`src/rtl/cp0_pkg.sv`:
```
// Shared CP0 constants: register numbers, Status/Cause field positions, ExcCode values.
package cp0_pkg;

    localparam logic [4:0] CP0_COUNT   = 5'd9;
    localparam logic [4:0] CP0_COMPARE = 5'd11;
    localparam logic [4:0] CP0_STATUS  = 5'd12;
    localparam logic [4:0] CP0_CAUSE   = 5'd13;
    localparam logic [4:0] CP0_EPC     = 5'd14;

    localparam int ST_IE     = 0;
    localparam int ST_EXL    = 1;
    localparam int IM_BASE   = 8;
    localparam int TIMER_BIT = 15;

    localparam logic [4:0] EXC_INT = 5'd0;

endpackage

```
`src/rtl/cp0_timer.sv`:
```
// Count/Compare timer for CP0; raises a sticky pending flag when Count == Compare.
module cp0_timer (
    input  logic        clock,
    input  logic        reset,
    input  logic        i_wr_count,
    input  logic        i_wr_compare,
    input  logic [31:0] i_wr_data,
    output logic [31:0] o_count,
    output logic [31:0] o_compare,
    output logic        o_pending
);

    logic [31:0] r_count;
    logic [31:0] r_compare;
    logic        r_pending;

    always_ff @(posedge clock) begin
        if (reset) begin
            r_count   <= '0;
            r_compare <= '0;
            r_pending <= 1'b0;
        end else begin
            r_count <= i_wr_count ? i_wr_data : r_count + 32'd1;
            if (i_wr_compare)
                r_compare <= i_wr_data;
            // Writing Compare acknowledges the timer, even on a matching cycle.
            if (i_wr_compare)
                r_pending <= 1'b0;
            else if (r_count == r_compare)
                r_pending <= 1'b1;
        end
    end

    assign o_count   = r_count;
    assign o_compare = r_compare;
    assign o_pending = r_pending;

endmodule

```
`src/rtl/cp0_irq.sv`:
```
// CP0 Status/Cause/EPC with interrupt arbitration and handler redirect.
// Optional Count/Compare timer enabled by defining CP0_TIMER_EN.
module cp0_irq
    import cp0_pkg::*;
#(
    parameter int NUM_IRQ = 7
) (
    input  logic               clock,
    input  logic               reset,
    input  logic [31:0]        wr_data,
    input  logic [4:0]         regnum,
    input  logic               MTC0,
    input  logic               ERET,
    input  logic [29:0]        next_pc,
    input  logic [NUM_IRQ-1:0] irq,
    output logic [31:0]        rd_data,
    output logic [29:0]        EPC,
    output logic               TakenInterrupt,
    output logic [2:0]         irq_id
);

    logic [NUM_IRQ-1:0] r_irq_q;
    logic [7:0]         r_im;
    logic               r_exl;
    logic               r_ie;
    logic [4:0]         r_exccode;
    logic [29:0]        r_epc;

    logic               w_timer_pending;
    logic [7:0]         w_ip;
    logic [7:0]         w_pend;
    logic               w_taken;
    logic [2:0]         w_id;

`ifdef CP0_TIMER_EN
    logic [31:0] w_count;
    logic [31:0] w_compare;

    cp0_timer u_timer (
        .clock        (clock),
        .reset        (reset),
        .i_wr_count   (MTC0 && (regnum == CP0_COUNT)),
        .i_wr_compare (MTC0 && (regnum == CP0_COMPARE)),
        .i_wr_data    (wr_data),
        .o_count      (w_count),
        .o_compare    (w_compare),
        .o_pending    (w_timer_pending)
    );
`else
    assign w_timer_pending = 1'b0;
`endif

    // External lines occupy IP[8 .. 8+NUM_IRQ-1]; IP[15] is reserved for the timer.
    always_comb begin
        w_ip                      = 8'(r_irq_q);
        w_ip[TIMER_BIT - IM_BASE] = w_timer_pending;
    end

    assign w_pend  = w_ip & r_im;
    assign w_taken = r_ie & ~r_exl & (|w_pend);

    always_comb begin
        w_id = 3'd0;
        for (int i = 0; i < 8; i++)
            if (w_pend[i])
                w_id = 3'(i);
    end

    always_ff @(posedge clock) begin
        if (reset) begin
            r_irq_q   <= '0;
            r_im      <= '0;
            r_exl     <= 1'b0;
            r_ie      <= 1'b0;
            r_exccode <= '0;
            r_epc     <= '0;
        end else begin
            r_irq_q <= irq;
            if (MTC0 && (regnum == CP0_STATUS)) begin
                r_im <= wr_data[IM_BASE +: 8];
                r_ie <= wr_data[ST_IE];
            end
            // An interrupt owns EXL/EPC/ExcCode on its edge; MTC0 and ERET yield.
            if (w_taken) begin
                r_exl     <= 1'b1;
                r_epc     <= next_pc;
                r_exccode <= EXC_INT;
            end else begin
                if (ERET)
                    r_exl <= 1'b0;
                else if (MTC0 && (regnum == CP0_STATUS))
                    r_exl <= wr_data[ST_EXL];
                if (MTC0 && (regnum == CP0_EPC))
                    r_epc <= wr_data[31:2];
            end
        end
    end

    always_comb begin
        rd_data = '0;
        case (regnum)
            CP0_STATUS:  rd_data = {16'b0, r_im, 6'b0, r_exl, r_ie};
            CP0_CAUSE:   rd_data = {16'b0, w_ip, 1'b0, r_exccode, 2'b0};
            CP0_EPC:     rd_data = {r_epc, 2'b0};
`ifdef CP0_TIMER_EN
            CP0_COUNT:   rd_data = w_count;
            CP0_COMPARE: rd_data = w_compare;
`endif
            default:     rd_data = '0;
        endcase
    end

    assign EPC            = r_epc;
    assign TakenInterrupt = w_taken;
    assign irq_id         = w_id;

endmodule

```
`config.mk`:
```
export PLATFORM = sky130hd
export DESIGN_NAME = cp0_irq
export DESIGN_NICKNAME = d
export VERILOG_FILES = /design/src/rtl/cp0_pkg.sv /design/src/rtl/cp0_timer.sv /design/src/rtl/cp0_irq.sv
export SDC_FILE = /design/constraint.sdc
export NUM_CORES = 1
export LEC_CHECK = 0
export CAP_MARGIN = 20
export CORE_UTILIZATION = 38
export DETAILED_ROUTE_END_ITERATION = 6
export GPL_TIMING_DRIVEN = 0
export PLACE_DENSITY = 0.91
export SYNTH_ARGS = -nofsm -noshare
export SYNTH_HDL_FRONTEND = slang
export SYNTH_SLANG_ARGS = --single-unit
```
`constraint.sdc`:
```
create_clock -name clock -period 1.66 [get_ports clock]
set_input_delay 0.332 -clock clock [delete_from_list [all_inputs] [get_ports clock]]
set_output_delay 0.332 -clock clock [all_outputs]
set_load 0.03 [all_outputs]
```
Yosys cells after proc, flatten, opt, wreduce, memory -nomap -nowiden
Index checks and enable logic that the tools add are counted.
Widths: inputs -> output; s select.
{"block": "classes", "n_eq_ne": 3, "n_reduce_logical": 5, "n_bitwise": 4, "muxes": 13}
{"operator": "$pmux 32 s3", "count": 1}
{"operator": "$mux 30", "count": 2}
{"operator": "$mux 3", "count": 6}
{"operator": "$eq 5x4->1 const B", "count": 3}
{"operator": "$and 7x8->8", "count": 1}
{"operator": "$reduce_or 8->1", "count": 1}
{"operator": "$mux 1", "count": 4}
{"operator": "$reduce_bool 3->1", "count": 1}
{"operator": "$and 1x1->1", "count": 2}
{"operator": "$logic_and 1x1->1", "count": 2}
{"operator": "$reduce_bool 2->1", "count": 1}
{"operator": "$not 1->1", "count": 1}
{"block": "totals", "in_bits": 78, "ff_bits": 47}

Depth between registers and ports, before layout
Gate-level depths: netlist (run 1).
{"block": "depth", "word_depth": 8, "ltp_mapped": 6, "mapped_depth_nobuf": 4}

Worst setup path after synthesis (run 1)
No wires, ideal clock.
{"block": "synth_timing", "kind": "input-to-output", "from": "input regnum[0]", "to": "output rd_data[0]", "path_buffers": 0, "cell_stages": 2, "t_required_ps": 1328, "slack_ps": -74, "arrival_ps": 1402, "cell_sequence": "nand3b_4 nor4_1"}
{"block": "synth_between", "elab_chain_len": 2, "elab_cells_between_ends": 4, "classes_between": "3 x eq/ne; 1 x mux"}
{"item": "from (decl)", "line": "cp0_irq.sv:11", "source": "input logic [4:0] regnum,"}
{"item": "$eq 5x4->1", "line": "cp0_irq.sv:101", "source": "case (regnum)"}
{"item": "$pmux 32 s3 (*)", "line": "cp0_irq.sv:101"}
{"item": "to (decl)", "line": "cp0_irq.sv:16", "source": "output logic [31:0] rd_data,"}
Every way passes the cells marked *; elsewhere a longest branch is shown, timed or not.

Worst setup path after layout (run 1)
{"block": "layout_timing", "from": "register r_im[4]", "to": "output TakenInterrupt"}
{"block": "layout_between", "elab_chain_len": 3}
{"item": "from (decl)", "line": "cp0_irq.sv:23", "source": "logic [7:0] r_im;"}
{"item": "from (signal assigned)", "line": "cp0_irq.sv:80", "source": "r_im <= wr_data[IM_BASE +: 8];"}
{"item": "$and 7x8->8", "line": "cp0_irq.sv:59", "source": "assign w_pend = w_ip & r_im;"}
{"item": "$reduce_or 8->1", "line": "cp0_irq.sv:60", "source": "assign w_taken = r_ie & ~r_exl & (|w_pend);"}
{"item": "$and 1x1->1", "line": "cp0_irq.sv:60"}
{"item": "to (decl)", "line": "cp0_irq.sv:18", "source": "output logic TakenInterrupt,"}
Every way passes these cells.

==> results.cfg, run 1 <==
[logic_synthesis]
synth_seq_cells = 47
synth_top_cell_area_share_pct = 38.4
yosysTopAreaCell = dfxtp_1
yosys-top-cells-area = dfxtp_1 38%, mux2i_1 16%, a211oi_2 14%
syn-num-nets = 332
avgSynthCellArea_sq_um = 9.64
synth_edf_count = 0
ys_types = 30
synth.cell_area_sq_um = 2450
synthFlopType = dfxtp_1
syn_inst = 254
yosysWarnings = 0
seq_area_frac_synth_pct = 38.4
async_reset_ff_share_pct = 0

[status]
run_status = finished, violations left
violations = setup timing

[cts]
h-tree-depth = 2
cts_hold_buf = 0
clk_latency_ps = 310
clock-sinks = 47
cts_root_buffer = clkbuf_8
clockBufferDepth = 2
path_clk_slew_ps = 100
numCtsBuffers = 5
cts_tree = done

[routing]
wl_per_cell_microns = 19.7
drt_iter0_markers = 141
met3WireLength_microns = 690
top_layer_used = met4
wirelength_microns = 10100
wl_met2_microns = 5340
wl_met1_microns = 3740
ant_nets = 0
drc = 0
drt-pass1-iter-count = 6
vias = 2768
drt-vias-per-instance = 5.37

[pwr]
power_density_nw_per_um2 = 482
p_leak_nw = 2.12
power_mw = 2.37
irDropWorstVdd_uv = 328

[sta]
period_needed_ps = 2090
fin_skew_ps = 10.8
max_slew_margin_pct = 45.3
finalHoldViolations = 0
max_slew.worst_pin.slew_ps = 821
rsz0062_at_grt = true
slew_violations = 0
fin_crit_sh_pct = 126
fin_ws_ps = -432
setup-violations-final = 64
fmax_mhz = 478

[global_routing]
grt_pass1_wl_microns = 14000
grt-ovfl-total = 0
antenna_found_initial = 0
first_global_vias = 2735
track_usage_pct = 28.4
grt_max_degree = 16

[placed_design]
place_hpwl_microns = 5840
io_buffers = 142
place_area_sq_um = 3990
gp_congestion = 0.817
dp_cells = 471

[worst_setup_path]
critical_path_class = flop to output port
crit_fanout = 2
slowest_delay_ps = 370
arrival_ps = 1760
worst_path_max_delay_cell = a222oi_1
r2r_slack_ps = -390
crit_chain = a222oi_1 > buf_4 > a311o_1 > buf_12 > clkinvlp_4 > buf_6
reg2reg_from = r_im[4]
worstPathRequired_ps = 1330
rr_worst_depth = 10
end_kind = output port
worstSetupStartpointType = flop
r2r_end = EPC[23]

[floorplan]
start_util_pct = 40.4
pin_count = 144
fp-row-count = 28
core-area_sq_um = 6060
die_x_microns = 82.3
die_area_sq_um = 6770
die_height_microns = 82.3

[finish]
final_nets = 517
finalInstanceArea_sq_um = 4920
area_delta_synth_final_pct = 101
drive_above_1_share_pct = 48.6
diodes = 0
instances_no_fill = 515
utilization_pct = 81.1

[worst_hold_path]
hp-class = primary input to flop
hold_path_end = r_irq_q[3]
hold_depth = 2
hold_start = reset

[flow_run]
maxCapViolations = 0
-- worst max-delay path, delay by kind of cell (launching register included) --
family | cells | cell delay [ps]
compound gates | 2 | 610
buf+inv | 4 | 500
flops | 1 | 340
-- kinds of logic (layout without fill, tap and decap cells) --
family	after synthesis	after routing	synth area share [%]
buf+inv	22	208	5.21
mux	39	39	15.9
compound gates	46	46	20.0
flops	47	47	38.4
simple gates	100	100	20.4
-- cell usage in the layout (no fill, tap or decap), types with 2 or more instances in the layout --
cell type        synthesis  layout
nor2_1                  40      16
nand3b_1                 2       2
nand2_1                 20       5
clkdlybuf4s50_1          0      71
dfxtp_1                 47      35
clkbuf_1                 8       5
buf_6                    3      46
buf_8                    0       8
buf_16                   0       2
dfxtp_2                  0      12
a22oi_1                  9       9
dlygate4sd2_1            0      30
clkbuf_8                 0       5
nand2_4                  0       8
and2_4                   0      22
clkbuf_16                0       2
nand2_2                  0       7
a211oi_2                28      29
mux2i_1                 39      39
buf_12                   0       7
buf_4                    5      19
nor2b_1                  7       7
nor3_4                   0       2
nor2_4                   0       5
buf_2                    3       6
nor2_2                   0      19
-- cell type report --
class / instances / area [sq um]
buffer: 17 / 189
tap: 75 / 93.8
clock buffer: 5 / 68.8
clock inverter: 3 / 43.8
inverter: 3 / 15.0
timing repair buffer: 180 / 1870
multi-input combinational: 185 / 1680
fill: 376 / 1140
sequential: 47 / 956
-- per-stage QoR --
step / TNS, ps / setup slack [ps] / hold WS, ps
floorplan: -73.6 / -12.8 / 460
global placement: -55760 / -1290 / 475
detailed placement: -59210 / -1350 / 488
CTS: -8470 / -347 / 442
global route: -16110 / -492 / 453
finish: -12430 / -432 / 445
-- synthesized netlist by cell type (2+ instances only) --
cell type / number
mux2i_1: 39
a22oi_1: 9
buf_2: 3
dfxtp_1: 47
a211oi_2: 28
nand2_1: 20
nor2b_1: 7
clkbuf_1: 8
buf_4: 5
and2_1: 23
inv_1: 3
nor2_1: 40
buf_6: 3
nand3b_1: 2
a211oi_1: 2
-- registers in the layout, summed over array words and instances (netlist names) --
register,count
EPC,30
r_irq_q,7
r_im,8
r_exl,1
r_ie,1
-- how the worst max path moves through the flow --
stage,from,end,cells after the start
after floorplan,r_im[4],TakenInterrupt,5
after global placement,regnum[3],rd_data[15],6
after detailed placement,regnum[3],rd_data[15],6
after CTS,r_irq_q[4],TakenInterrupt,6
after global routing,r_im[4],TakenInterrupt,6
final,r_im[4],TakenInterrupt,6
-- layer usage --
metal,vias up,global-route usage (%)
met2,149,51.5
met3,32,4.84
met5,-,0
met1,1323,32.2
met4,0,13.3
li1,1264,-
-- report_power, final --
group / switching (mW) / leakage (nW) / internal (mW) / total [mW]
Clock: 0.421 / 0.0581 / 0.449 / 0.870
Combinational: 0.132 / 1.67 / 0.210 / 0.342
Sequential: 0.0142 / 0.386 / 1.14 / 1.16
-- what timing repair did --
item | 4_1_cts | 5_1_grt
pin swaps | 52 | 13
gates resized for setup | 412 | 46
hold endpoints to repair | 0 | 0
endpoints found under the setup margin | 104 | 75
setup buffers | 26 | 10
gates cloned | 9 | 1
(Power assumes the default switching activity.)
==> run 2, diff against run 1 <==
--- a/config.mk
+++ b/config.mk
@@ -5,7 +5,7 @@
 export SDC_FILE = /design/constraint.sdc
 export NUM_CORES = 1
 export LEC_CHECK = 0
-export CAP_MARGIN = 20
+export CAP_MARGIN = 0
 export CORE_UTILIZATION = 38
 export DETAILED_ROUTE_END_ITERATION = 6
 export GPL_TIMING_DRIVEN = 0
==> results of run 2 <==
No change in the layout: final DEF, timing and power equal those of run 1.
